[config.mk]
export PLATFORM = sky130hd
export DESIGN_NAME = vga_pattern_switch_flat
export DESIGN_NICKNAME = d
export VERILOG_FILES = /design/src/rtl/vga_pattern_switch_if.sv /design/src/rtl/vga_pattern_switch.sv /design/src/flat_wrapper.sv
export SDC_FILE = /design/constraint.sdc
export NUM_CORES = 1
export LEC_CHECK = 0
export CAP_MARGIN = 20
export CORE_MARGIN = 3
export CORE_UTILIZATION = 45
export DETAILED_ROUTE_END_ITERATION = 16
export HOLD_SLACK_MARGIN = 0.08
export PLACE_DENSITY = 0.7
export SLEW_MARGIN = 30
export SYNTH_ARGS = -nofsm -noshare
export SYNTH_HDL_FRONTEND = slang
export SYNTH_SLANG_ARGS = --single-unit
[constraint.sdc]
create_clock -name clk -period 13 [get_ports clk]
set_input_delay 2.6 -clock clk [delete_from_list [all_inputs] [get_ports clk]]
set_output_delay 2.6 -clock clk [all_outputs]
set_load 0.02 [all_outputs]
[src/rtl/vga_pattern_switch_if.sv]
// Video bundle between the pattern generator and its consumer: user
// colour/mode inputs towards the generator, syncs, enable and colour back.
interface vga_pattern_switch_if #(
    parameter int COLOR_W = 4
);
    logic [COLOR_W-1:0] sw_red;
    logic [COLOR_W-1:0] sw_green;
    logic [COLOR_W-1:0] sw_blue;
    logic [1:0]         mode;
    logic               h_sync;
    logic               v_sync;
    logic [COLOR_W-1:0] r_port;
    logic [COLOR_W-1:0] g_port;
    logic [COLOR_W-1:0] b_port;
    logic               DE;
    logic               frame_start;

    modport master (
        output sw_red, sw_green, sw_blue, mode,
        input  h_sync, v_sync, r_port, g_port, b_port, DE, frame_start
    );

    modport slave (
        input  sw_red, sw_green, sw_blue, mode,
        output h_sync, v_sync, r_port, g_port, b_port, DE, frame_start
    );
endinterface

[src/rtl/vga_pattern_switch.sv]
// VGA timing generator with four selectable test patterns; mode and colour
// are sampled once per frame so a frame never mixes two patterns.
module vga_pattern_switch #(
    parameter int H_VIS      = 640,
    parameter int H_FP       = 16,
    parameter int H_SYNC     = 96,
    parameter int H_BP       = 48,
    parameter int V_VIS      = 480,
    parameter int V_FP       = 10,
    parameter int V_SYNC     = 2,
    parameter int V_BP       = 33,
    parameter int CLK_DIV    = 4,
    parameter int COLOR_W    = 4,
    parameter bit SYNC_POL   = 1'b0,
    parameter int CHK_SHIFT  = 5,
    parameter int GRAD_SHIFT = 6
) (
    input  logic                  clk,
    input  logic                  reset,
    vga_pattern_switch_if.slave   vga
);
    localparam int H_TOT = H_VIS + H_FP + H_SYNC + H_BP;
    localparam int V_TOT = V_VIS + V_FP + V_SYNC + V_BP;
    localparam int HW    = $clog2(H_TOT);
    localparam int VW    = $clog2(V_TOT);
    localparam int DIV_W = (CLK_DIV > 1) ? $clog2(CLK_DIV) : 1;

    logic [DIV_W-1:0]   r_div;
    logic [HW-1:0]      r_x;
    logic [VW-1:0]      r_y;
    logic [1:0]         r_mode;
    logic [COLOR_W-1:0] r_sw_r, r_sw_g, r_sw_b;
    logic               r_hs, r_vs, r_de, r_fs;
    logic [COLOR_W-1:0] r_r, r_g, r_b;

    logic               w_tick, w_frame, w_latch;
    logic [1:0]         w_mode;
    logic [COLOR_W-1:0] w_sw_r, w_sw_g, w_sw_b;
    logic               w_hs, w_vs, w_de, w_chk;
    logic [2:0]         w_bar, w_bar_rgb;
    logic [COLOR_W-1:0] w_grad, w_r, w_g, w_b;

    // Pixel tick and frame-start detection
    always_comb begin
        w_tick  = (CLK_DIV == 1) ? 1'b1 : (r_div == DIV_W'(CLK_DIV - 1));
        w_frame = (r_x == {HW{1'b0}}) && (r_y == {VW{1'b0}});
        w_latch = w_tick && w_frame;
    end

    // Pixel clock divider
    always_ff @(posedge clk or posedge reset) begin
        if (reset)       r_div <= {DIV_W{1'b0}};
        else if (w_tick) r_div <= {DIV_W{1'b0}};
        else             r_div <= r_div + DIV_W'(1);
    end

    // Raster position counters
    always_ff @(posedge clk or posedge reset) begin
        if (reset) begin
            r_x <= {HW{1'b0}};
            r_y <= {VW{1'b0}};
        end else if (w_tick) begin
            if (r_x == HW'(H_TOT - 1)) begin
                r_x <= {HW{1'b0}};
                r_y <= (r_y == VW'(V_TOT - 1)) ? {VW{1'b0}} : r_y + VW'(1);
            end else begin
                r_x <= r_x + HW'(1);
            end
        end
    end

    // Per-frame shadow copy of the user selection
    always_ff @(posedge clk or posedge reset) begin
        if (reset) begin
            r_mode <= 2'd0;
            r_sw_r <= {COLOR_W{1'b0}};
            r_sw_g <= {COLOR_W{1'b0}};
            r_sw_b <= {COLOR_W{1'b0}};
        end else if (w_latch) begin
            r_mode <= vga.mode;
            r_sw_r <= vga.sw_red;
            r_sw_g <= vga.sw_green;
            r_sw_b <= vga.sw_blue;
        end
    end

    // The first pixel of a frame must already show the newly sampled selection
    always_comb begin
        w_mode = w_frame ? vga.mode     : r_mode;
        w_sw_r = w_frame ? vga.sw_red   : r_sw_r;
        w_sw_g = w_frame ? vga.sw_green : r_sw_g;
        w_sw_b = w_frame ? vga.sw_blue  : r_sw_b;
    end

    // Sync/enable decode and pattern colour for the current position
    always_comb begin
        w_hs = ((r_x >= HW'(H_VIS + H_FP)) && (r_x < HW'(H_VIS + H_FP + H_SYNC)))
               ? SYNC_POL : ~SYNC_POL;
        w_vs = ((r_y >= VW'(V_VIS + V_FP)) && (r_y < VW'(V_VIS + V_FP + V_SYNC)))
               ? SYNC_POL : ~SYNC_POL;
        w_de = (r_x < HW'(H_VIS)) && (r_y < VW'(V_VIS));
        // bar index = x*8/H_VIS, counted as the thresholds x*8 has passed
        w_bar = 3'd0;
        for (int k = 1; k < 8; k++) begin
            if ({r_x, 3'b000} >= (HW + 3)'(k * H_VIS)) w_bar = w_bar + 3'd1;
            else                                       w_bar = w_bar;
        end
        w_bar_rgb = {~w_bar[1], ~w_bar[2], ~w_bar[0]};
        w_chk     = r_x[CHK_SHIFT] ^ r_y[CHK_SHIFT];
        w_grad    = COLOR_W'(r_x >> GRAD_SHIFT);
        w_r = {COLOR_W{1'b0}};
        w_g = {COLOR_W{1'b0}};
        w_b = {COLOR_W{1'b0}};
        if (w_de) begin
            case (w_mode)
                2'd0: begin
                    w_r = w_sw_r; w_g = w_sw_g; w_b = w_sw_b;
                end
                2'd1: begin
                    w_r = {COLOR_W{w_bar_rgb[2]}};
                    w_g = {COLOR_W{w_bar_rgb[1]}};
                    w_b = {COLOR_W{w_bar_rgb[0]}};
                end
                2'd2: begin
                    if (w_chk) begin
                        w_r = w_sw_r; w_g = w_sw_g; w_b = w_sw_b;
                    end else begin
                        w_r = {COLOR_W{1'b0}};
                        w_g = {COLOR_W{1'b0}};
                        w_b = {COLOR_W{1'b0}};
                    end
                end
                2'd3: begin
                    w_r = w_grad; w_g = w_grad; w_b = w_grad;
                end
                default: begin
                    w_r = {COLOR_W{1'b0}};
                    w_g = {COLOR_W{1'b0}};
                    w_b = {COLOR_W{1'b0}};
                end
            endcase
        end else begin
            w_r = {COLOR_W{1'b0}};
            w_g = {COLOR_W{1'b0}};
            w_b = {COLOR_W{1'b0}};
        end
    end

    // Registered outputs, one pixel behind the counters
    always_ff @(posedge clk or posedge reset) begin
        if (reset) begin
            r_hs <= ~SYNC_POL;
            r_vs <= ~SYNC_POL;
            r_de <= 1'b0;
            r_fs <= 1'b0;
            r_r  <= {COLOR_W{1'b0}};
            r_g  <= {COLOR_W{1'b0}};
            r_b  <= {COLOR_W{1'b0}};
        end else begin
            r_fs <= w_latch;
            if (w_tick) begin
                r_hs <= w_hs;
                r_vs <= w_vs;
                r_de <= w_de;
                r_r  <= w_r;
                r_g  <= w_g;
                r_b  <= w_b;
            end
        end
    end

    assign vga.h_sync      = r_hs;
    assign vga.v_sync      = r_vs;
    assign vga.DE          = r_de;
    assign vga.frame_start = r_fs;
    assign vga.r_port      = r_r;
    assign vga.g_port      = r_g;
    assign vga.b_port      = r_b;
endmodule
[src/flat_wrapper.sv]
// flat-port wrapper written by rule: the top's interface ports become plain ports
module vga_pattern_switch_flat 
#(
    parameter int H_VIS      = 640,
    parameter int H_FP       = 16,
    parameter int H_SYNC     = 96,
    parameter int H_BP       = 48,
    parameter int V_VIS      = 480,
    parameter int V_FP       = 10,
    parameter int V_SYNC     = 2,
    parameter int V_BP       = 33,
    parameter int CLK_DIV    = 4,
    parameter int COLOR_W    = 4,
    parameter bit SYNC_POL   = 1'b0,
    parameter int CHK_SHIFT  = 5,
    parameter int GRAD_SHIFT = 6
)
  (clk, reset, vga_sw_red, vga_sw_green, vga_sw_blue, vga_mode, vga_h_sync, vga_v_sync, vga_r_port, vga_g_port, vga_b_port, vga_DE, vga_frame_start);
  vga_pattern_switch_if #(.COLOR_W(COLOR_W)) vga_i ();
  input  logic clk;
  input  logic reset;
  input wire logic [$bits(vga_i.sw_red)-1:0] vga_sw_red;
  input wire logic [$bits(vga_i.sw_green)-1:0] vga_sw_green;
  input wire logic [$bits(vga_i.sw_blue)-1:0] vga_sw_blue;
  input wire logic [$bits(vga_i.mode)-1:0] vga_mode;
  output wire logic [$bits(vga_i.h_sync)-1:0] vga_h_sync;
  output wire logic [$bits(vga_i.v_sync)-1:0] vga_v_sync;
  output wire logic [$bits(vga_i.r_port)-1:0] vga_r_port;
  output wire logic [$bits(vga_i.g_port)-1:0] vga_g_port;
  output wire logic [$bits(vga_i.b_port)-1:0] vga_b_port;
  output wire logic [$bits(vga_i.DE)-1:0] vga_DE;
  output wire logic [$bits(vga_i.frame_start)-1:0] vga_frame_start;
  assign vga_i.sw_red = vga_sw_red;
  assign vga_i.sw_green = vga_sw_green;
  assign vga_i.sw_blue = vga_sw_blue;
  assign vga_i.mode = vga_mode;
  assign vga_h_sync = vga_i.h_sync;
  assign vga_v_sync = vga_i.v_sync;
  assign vga_r_port = vga_i.r_port;
  assign vga_g_port = vga_i.g_port;
  assign vga_b_port = vga_i.b_port;
  assign vga_DE = vga_i.DE;
  assign vga_frame_start = vga_i.frame_start;
  vga_pattern_switch #(.H_VIS(H_VIS), .H_FP(H_FP), .H_SYNC(H_SYNC), .H_BP(H_BP), .V_VIS(V_VIS), .V_FP(V_FP), .V_SYNC(V_SYNC), .V_BP(V_BP), .CLK_DIV(CLK_DIV), .COLOR_W(COLOR_W), .SYNC_POL(SYNC_POL), .CHK_SHIFT(CHK_SHIFT), .GRAD_SHIFT(GRAD_SHIFT)) u_core (.clk(clk), .reset(reset), .vga(vga_i));
endmodule
==> results of run 1 <==
## layout by cell type (no fill, tap or decap), types with 3 or more instances in the layout
| cell | n |
|---|---|
| mux2i_1 | 3 |
| inv_1 | 13 |
| o211ai_1 | 4 |
| o32ai_1 | 3 |
| xor2_1 | 6 |
| or2_2 | 4 |
| buf_4 | 3 |
| a21oi_1 | 13 |
| nor2b_1 | 3 |
| dfrtp_1 | 50 |
| ha_1 | 12 |
| clkdlybuf4s50_1 | 31 |
| o21ai_0 | 23 |
| clkbuf_8 | 5 |
| a31o_2 | 4 |
| a221o_1 | 3 |
| mux2_2 | 11 |
| a31oi_1 | 7 |
| and3_1 | 17 |
| xnor2_1 | 13 |
| nor2_1 | 24 |
| nand2_1 | 63 |
| nand3_1 | 14 |
| o31ai_1 | 3 |
| nand4_1 | 7 |
| a22o_1 | 9 |
## state kept, by name (all words and copies together) (netlist names), 2 cells and up
register / flops
u_core.vga.g_port: 4
u_core.r_y: 10
u_core.r_x: 10
u_core.r_sw_g: 4
u_core.r_mode: 2
u_core.vga.r_port: 4
u_core.vga.b_port: 4
u_core.r_div: 2
u_core.r_sw_r: 4
u_core.r_sw_b: 4
## power by group
group          internal (mW)  switching, mW  leakage, nW
registers              0.167        0.00464        0.647
clock network         0.0377         0.0577       0.0479
logic                 0.0165         0.0169        0.985
## final cells by class
| type | count | area (sq um) |
|---|---|---|
| sequential | 52 | 1304 |
| clock inverter | 3 | 18.77 |
| clock buffer | 5 | 68.82 |
| tap | 96 | 120.1 |
| fill | 641 | 3254 |
| inverter | 15 | 56.30 |
| multi-input combinational | 286 | 1864 |
| timing repair buffer | 34 | 332.8 |
## worst max-delay path: cells and delay by family, from the launching register on
family	cells	cell delay [ns]
adder cells (fa/ha/maj)	5	1.28
buffers and inverters	2	0.17
XOR/XNOR	1	0.16
AO/OA/AOI/OAI	7	1.60
multiplexers	1	0.27
flip-flops	1	0.51
AND/OR/NAND/NOR	5	0.95
## metal layers
metal  GRT usage, %  part of all wire [%]
met4          5.693                   1.8
met3          3.445                   5.1
met1          27.60                    49
met5              0                     0
met2          29.44                    44
## worst min path at each step
stage                                  to  depth (start not counted)
after floorplan           u_core.r_div[0]                          1
after global placement    u_core.r_div[0]                          1
after detailed placement  u_core.r_div[0]                          1
after CTS                 u_core.r_div[0]                          1
after global routing      u_core.r_div[0]                          1
final                     u_core.r_div[0]                          1
## metrics by stage
stage,utilization (%),area (sq um)
floorplan,-,3347
detailed placement,52.39,3677
global route,53.64,3765
finish,53.64,3765
CTS,53.64,3765
global placement,52.39,3677
## cells by family after synthesis
kind of cell	count (synthesis)	share of synthesized area [%]
AOI/OAI and AO/OA	88	18.92
xor gates and xnor gates	19	4.972
adders and majority gates	12	4.486
buffers and inverters	40	5.345
DFF	52	38.95
muxes	14	4.598
and+or+nand+nor	153	22.73
==> impl_metrics.csv, run 1 <==
group,metric,value,unit
outcome,status,"finished clean",
sta,fin_crit_sh,38.63,%
global_route,grt_pass1_wl,13.31,mm
floorplanning,start_util,47.68,%
synthesis,avgSynthCellArea,8.854,sq um
sta,tns,0,ns
power,power_density,79.78,nW/um^2
setup_path,startpoint_type,"flip-flop",
synthesis,yosys_warnings,0,
sta,fmax,199.1,MHz
synthesis,syn_inst,378,
setup_path,r2r_start,"u_core.r_x[5]",
sta,hold_viol_final,0,
floorplanning,rows,30,
setup_path,slowest_delay,0.61,ns
placement,dp_cells,483,
placement,portBuffers,31,
clocking,cts-root-buf,"clkbuf_8",
clocking,clkTransAtPathRegs,0.10,ns
setup_path,rrSetupSlack,7.98,ns
setup_path,worstReg2RegEnd,"u_core.vga.g_port[1]",
routing,ant_nets,0,
synthesis,synth_edf_count,0,
routing,finalWirelength,7.690,mm
setup_path,r2r_cells,21,
sta,post-route-min-period,5.022,ns
power,power_leakage,1.680,nW
sta,hold_ws,0.4290,ns
synthesis,synth_flop_cell,"dfrtp_1",
power,p_total,300.4,uW
floorplanning,fp.coreArea,7019,sq um
floorplanning,dieHeight,92.24,um
sta,worst_slack,7.978,ns
routing,vias,2792,
floorplanning,pin_count,32,
placement,routabilityCongestion,0.8105,
global_route,grt_overflow_total,0,
cells_and_area,layout-drive-gt1-share,10.63,%
setup_path,cp.arrival,5.24,ns
power,vdd_drop_max,0.05008,mV
clocking,clockBufferDepth,2,
setup_path,end_kind,"flip-flop",
synthesis,synth-seq-cells,52,
setup_path,cp_max_fo,12,
setup_path,critical_path_class,"flip-flop to flip-flop",
setup_path,endpoint,"u_core.vga.g_port[1]",
routing,drtIter0Drc,173,
global_route,grt_start_max_net_pins,53,
synthesis,synth_top_area_share,37.38,%
clocking,cts-resized-gates,0,
clocking,cts_tree,"built",
routing,drc,0,
clocking,hold_buffers,0,
setup_path,crit_path_top_delay_cell,"a2111oi_0",
cells_and_area,antenna_cells,0,
hold_path,min_path_type,"flip-flop to flip-flop",
sta,fin_skew,0.01100,ns
synthesis,synth_common_cells,"nand2_1 (63), dfrtp_1 (50), nor2_1 (24), o21ai_0 (23), and3_1 (17)",
synthesis,synthArstFlopShare,100.0,%
setup_path,crit_start,"u_core.r_x[5]",
routing,routed_via_density,5.686,
routing,wire_per_inst,15.66,um
clocking,clock-sinks,52,
global_route,grt_use_total,19.18,%
routing,drt_first_pass_iters,4,
cells_and_area,final_nets,422,
synthesis,synth.area.top_cells,"dfrtp_1 (37%), nand2_1 (7.1%), ha_1 (4.5%)",
synthesis,syn_area,3347,sq um
sta,slew_headroom,42.80,%
setup_path,crit_path_frequent_cell,"ha_1",
clocking,clk_latency,0.31,ns
cells_and_area,syn2layout_area_growth,12.49,%
placement,pre_cts_ws,8.005,ns
setup_path,worstPathCellList,"or2_2 -> a2111oi_0 -> inv_1 -> ha_1 -> and3_1 -> or2_2 -> ha_1 -> mux2_2 -> ha_1 -> o21ai_0 -> nand2_1 -> ha_1 -> a21oi_1 -> nand2_1 -> ha_1 -> inv_1 -> o211ai_1 -> o31ai_1 -> xnor2_1 -> a221o_1 -> a22o_1",
sta,worst_pin_slew,0.8554,ns
sta,setup_violations,0,
run,cap_violations,0,
synthesis,ys_seq_area_share,38.95,%
clocking,post_cts_buffers,0,
hold_path,worstHoldStart,"u_core.r_div[0]",
sta,rsz0062_at_grt,"false",
synthesis,synthDistinctLibCells,64,
setup_path,cp_data_required_time,13.22,ns
synthesis,yosysMostFrequentCell,"nand2_1",
sta,slew_viol_final,0,
global_route,antenna_found_initial,0,
floorplanning,die_w,92.24,um
cells_and_area,fin_cells,491,
global_route,grt_pass1_vias,2735,
clocking,htreeDepth,2,
synthesis,synth.net_count,406,
synthesis,synth.largest_area_cell,"dfrtp_1",
placement,hpwl,5.371,mm
floorplanning,die-area,8508,sq um
clocking,cts_made_buffers,5,
No activity file was read; power rests on OpenSTA's default activity.
==> run 2: changes to the inputs <==
--- a/config.mk
+++ b/config.mk
@@ -10,7 +10,7 @@
 export CORE_UTILIZATION = 45
 export DETAILED_ROUTE_END_ITERATION = 16
 export HOLD_SLACK_MARGIN = 0.08
-export PLACE_DENSITY = 0.7
+export PLACE_DENSITY = 0.73
 export SLEW_MARGIN = 30
 export SYNTH_ARGS = -nofsm -noshare
 export SYNTH_HDL_FRONTEND = slang
==> constraint.sdc (replaced) <==
create_clock -name clk -period 4.4 [get_ports clk]
set_input_delay 0.88 -clock clk [delete_from_list [all_inputs] [get_ports clk]]
set_output_delay 0.88 -clock clk [all_outputs]
set_load 0.02 [all_outputs]
==> run 2 against run 1 <==
Global-route usage increased by 1.1 points. Critical path depth unchanged. Largest cell class unchanged. Total power increased to 3.1 times the previous value. Setup slack got worse by 7.8 ns. Clock power increased to 3.4 times the previous value. Fmax increased by 19%. Count of clock-buffer cells in the layout increased by 1. Hold slack got worse by 0.0023 ns.
==> impl_metrics.csv, run 2 (same netlist as run 1, synthesis figures left out) <==
group,metric,value,unit
routing,wire_per_inst,16.62,um
routing,drtIter0Drc,236,
outcome,status,"finished clean",
cells_and_area,final_nets,437,
setup_path,r2r_start,"u_core.r_x[4]",
global_route,grt_start_max_net_pins,53,
floorplanning,rows,30,
floorplanning,start_util,47.68,%
clocking,htreeDepth,2,
clocking,cts_made_buffers,5,
sta,setup_violations,0,
setup_path,crit_start,"u_core.r_x[4]",
routing,routed_via_density,5.982,
sta,worst_slack,0.1622,ns
sta,hold_viol_final,0,
sta,slew_viol_final,0,
setup_path,end_kind,"flip-flop",
setup_path,cp.arrival,4.44,ns
clocking,cts_tree,"built",
setup_path,startpoint_type,"flip-flop",
sta,fin_skew,0.006619,ns
placement,pre_cts_ws,-0.09655,ns
power,power_density,233.9,nW/um^2
cells_and_area,antenna_cells,0,
clocking,cts-root-buf,"clkbuf_8",
setup_path,cp_max_fo,3,
cells_and_area,top_regs,"u_core.r_x (10), u_core.r_y (10)",
cells_and_area,fin_cells,505,
clocking,clockBufferDepth,2,
setup_path,cp_data_required_time,4.60,ns
global_route,antenna_found_initial,0,
clocking,clock-sinks,52,
floorplanning,pin_count,32,
floorplanning,die_w,92.24,um
routing,drt_first_pass_iters,7,
routing,finalWirelength,8.392,mm
placement,portBuffers,31,
placement,dpl_cell_area,3776,sq um
cells_and_area,regArea,1304,sq um
sta,fin_crit_sh,96.31,%
hold_path,worstHoldStart,"u_core.r_div[0]",
routing,ant_nets,0,
cells_and_area,n_fill_cell,634,
run,cap_violations,0,
global_route,grt_overflow_total,0,
global_route,grt_use_total,20.25,%
routing,vias,3021,
cells_and_area,syn2layout_area_growth,19.36,%
sta,fmax,236.0,MHz
clocking,clkTransAtPathRegs,0.09,ns
global_route,grt_pass1_wl,13.98,mm
power,vdd_drop_max,0.1841,mV
cells_and_area,layout-drive-gt1-share,16.14,%
sta,post-route-min-period,4.238,ns
placement,routabilityCongestion,0.8402,
cells_and_area,design_area,3995,sq um
cells_and_area,multi_input_area,1964,sq um
floorplanning,fp.coreArea,7019,sq um
setup_path,critical_path_class,"flip-flop to flip-flop",
cells_and_area,mostFrequentLayoutCells,"nand2_1 (63), dfrtp_1 (50), clkdlybuf4s50_1 (31)",
hold_path,min_path_type,"flip-flop to flip-flop",
sta,worst_pin_slew,0.8164,ns
routing,drc,0,
power,p_total,934.5,uW
power,power_leakage,1.750,nW
placement,dp_cells,493,
clocking,hold_buffers,0,
cells_and_area,final_common_cell,"nand2_1",
sta,hold_ws,0.4267,ns
sta,slew_headroom,45.41,%
clocking,clk_latency,0.31,ns
placement,hpwl,5.628,mm
floorplanning,dieHeight,92.24,um
floorplanning,die-area,8508,sq um
global_route,grt_pass1_vias,2856,
## run 2: cell types whose count changed in the layout (fill, tap and decap cells not counted), moves of 3 or more
cell	previous run	this run
buf_4	3	18
o21ai_0	23	20
ha_4	0	3
ha_1	12	8
## run 2: path summary, 6_finish.rpt
| check | to | slack (ns) | cells past startpoint |
|---|---|---|---|
| worst max-delay path | u_core.vga.g_port[1] | 0.16 | 21 |
| worst min-delay path | u_core.r_div[0] | 0.43 | 1 |
| worst max register to register | u_core.vga.g_port[1] | 0.16 | 21 |
| worst min register to register | u_core.r_div[0] | 0.43 | 1 |
| max in group asynchronous | u_core.r_sw_g[2] | 2.97 | 2 |
| min in group asynchronous | u_core.vga.DE | 1.01 | 2 |
## run 2: what timing repair did
item / in CTS / in global routing
pin swaps: 5 / 6
gates resized for setup: 3 / 13
buffers inserted: 3 / 2
endpoints found under the setup margin: 2 / 8
## run 2: stage by stage
| step | utilization [%] | setup TNS [ns] |
|---|---|---|
| floorplan | - | 0 |
| global placement | 53.76 | 0 |
| detailed placement | 53.80 | -0.09655 |
| CTS | 55.85 | 0 |
| global route | 56.92 | -0.03896 |
| finish | 56.92 | 0 |
## run 2: layout make-up
type	instances	share of cell area [%]
clock buffers	6	1.816
multi-input cells	286	49.17
clock inverters	1	0.7516
repair buffers	49	11.15
inverters	15	1.472
well taps	96	3.007
flip-flops and latches	52	32.63
## run 2: critical path, stage by stage (launching register included)
cell	delay (ns)
dfrtp_1	0.39
or2_4	0.27
a2111oi_4	0.36
inv_1	0.09
ha_2	0.19
and3_4	0.15
or2_4	0.24
ha_4	0.21
mux2_4	0.27
ha_4	0.22
o21ai_2	0.05
nand2_1	0.07
ha_1	0.30
a21oi_2	0.14
nand2_1	0.07
ha_1	0.18
inv_1	0.07
o211ai_1	0.09
o31ai_1	0.10
xnor2_1	0.13
a221o_1	0.35
a22o_1	0.19
## run 2: layer usage
layer,wire length (um),up-vias,track usage [%],share of wire (%)
met5,0,-,0,0
met4,181,0,6.931,2.2
met3,471,16,3.610,5.6
met2,3836,126,30.35,46
met1,3902,1469,29.37,46
li1,-,1410,-,-
## run 2: power breakdown
part / internal [mW] / switching [mW] / leakage [nW] / total (mW)
logic: 0.0483 / 0.0505 / 1.05 / 0.0988
clock network: 0.167 / 0.161 / 0.0513 / 0.328
registers: 0.493 / 0.0145 / 0.647 / 0.508
==> run 3: changes to the inputs <==
--- a/config.mk
+++ b/config.mk
@@ -15,3 +15,4 @@
 export SYNTH_ARGS = -nofsm -noshare
 export SYNTH_HDL_FRONTEND = slang
 export SYNTH_SLANG_ARGS = --single-unit
+export TNS_END_PERCENT = 10
==> results of run 3 <==
Same layout as run 2: the final DEF is identical, and so are final timing and power.
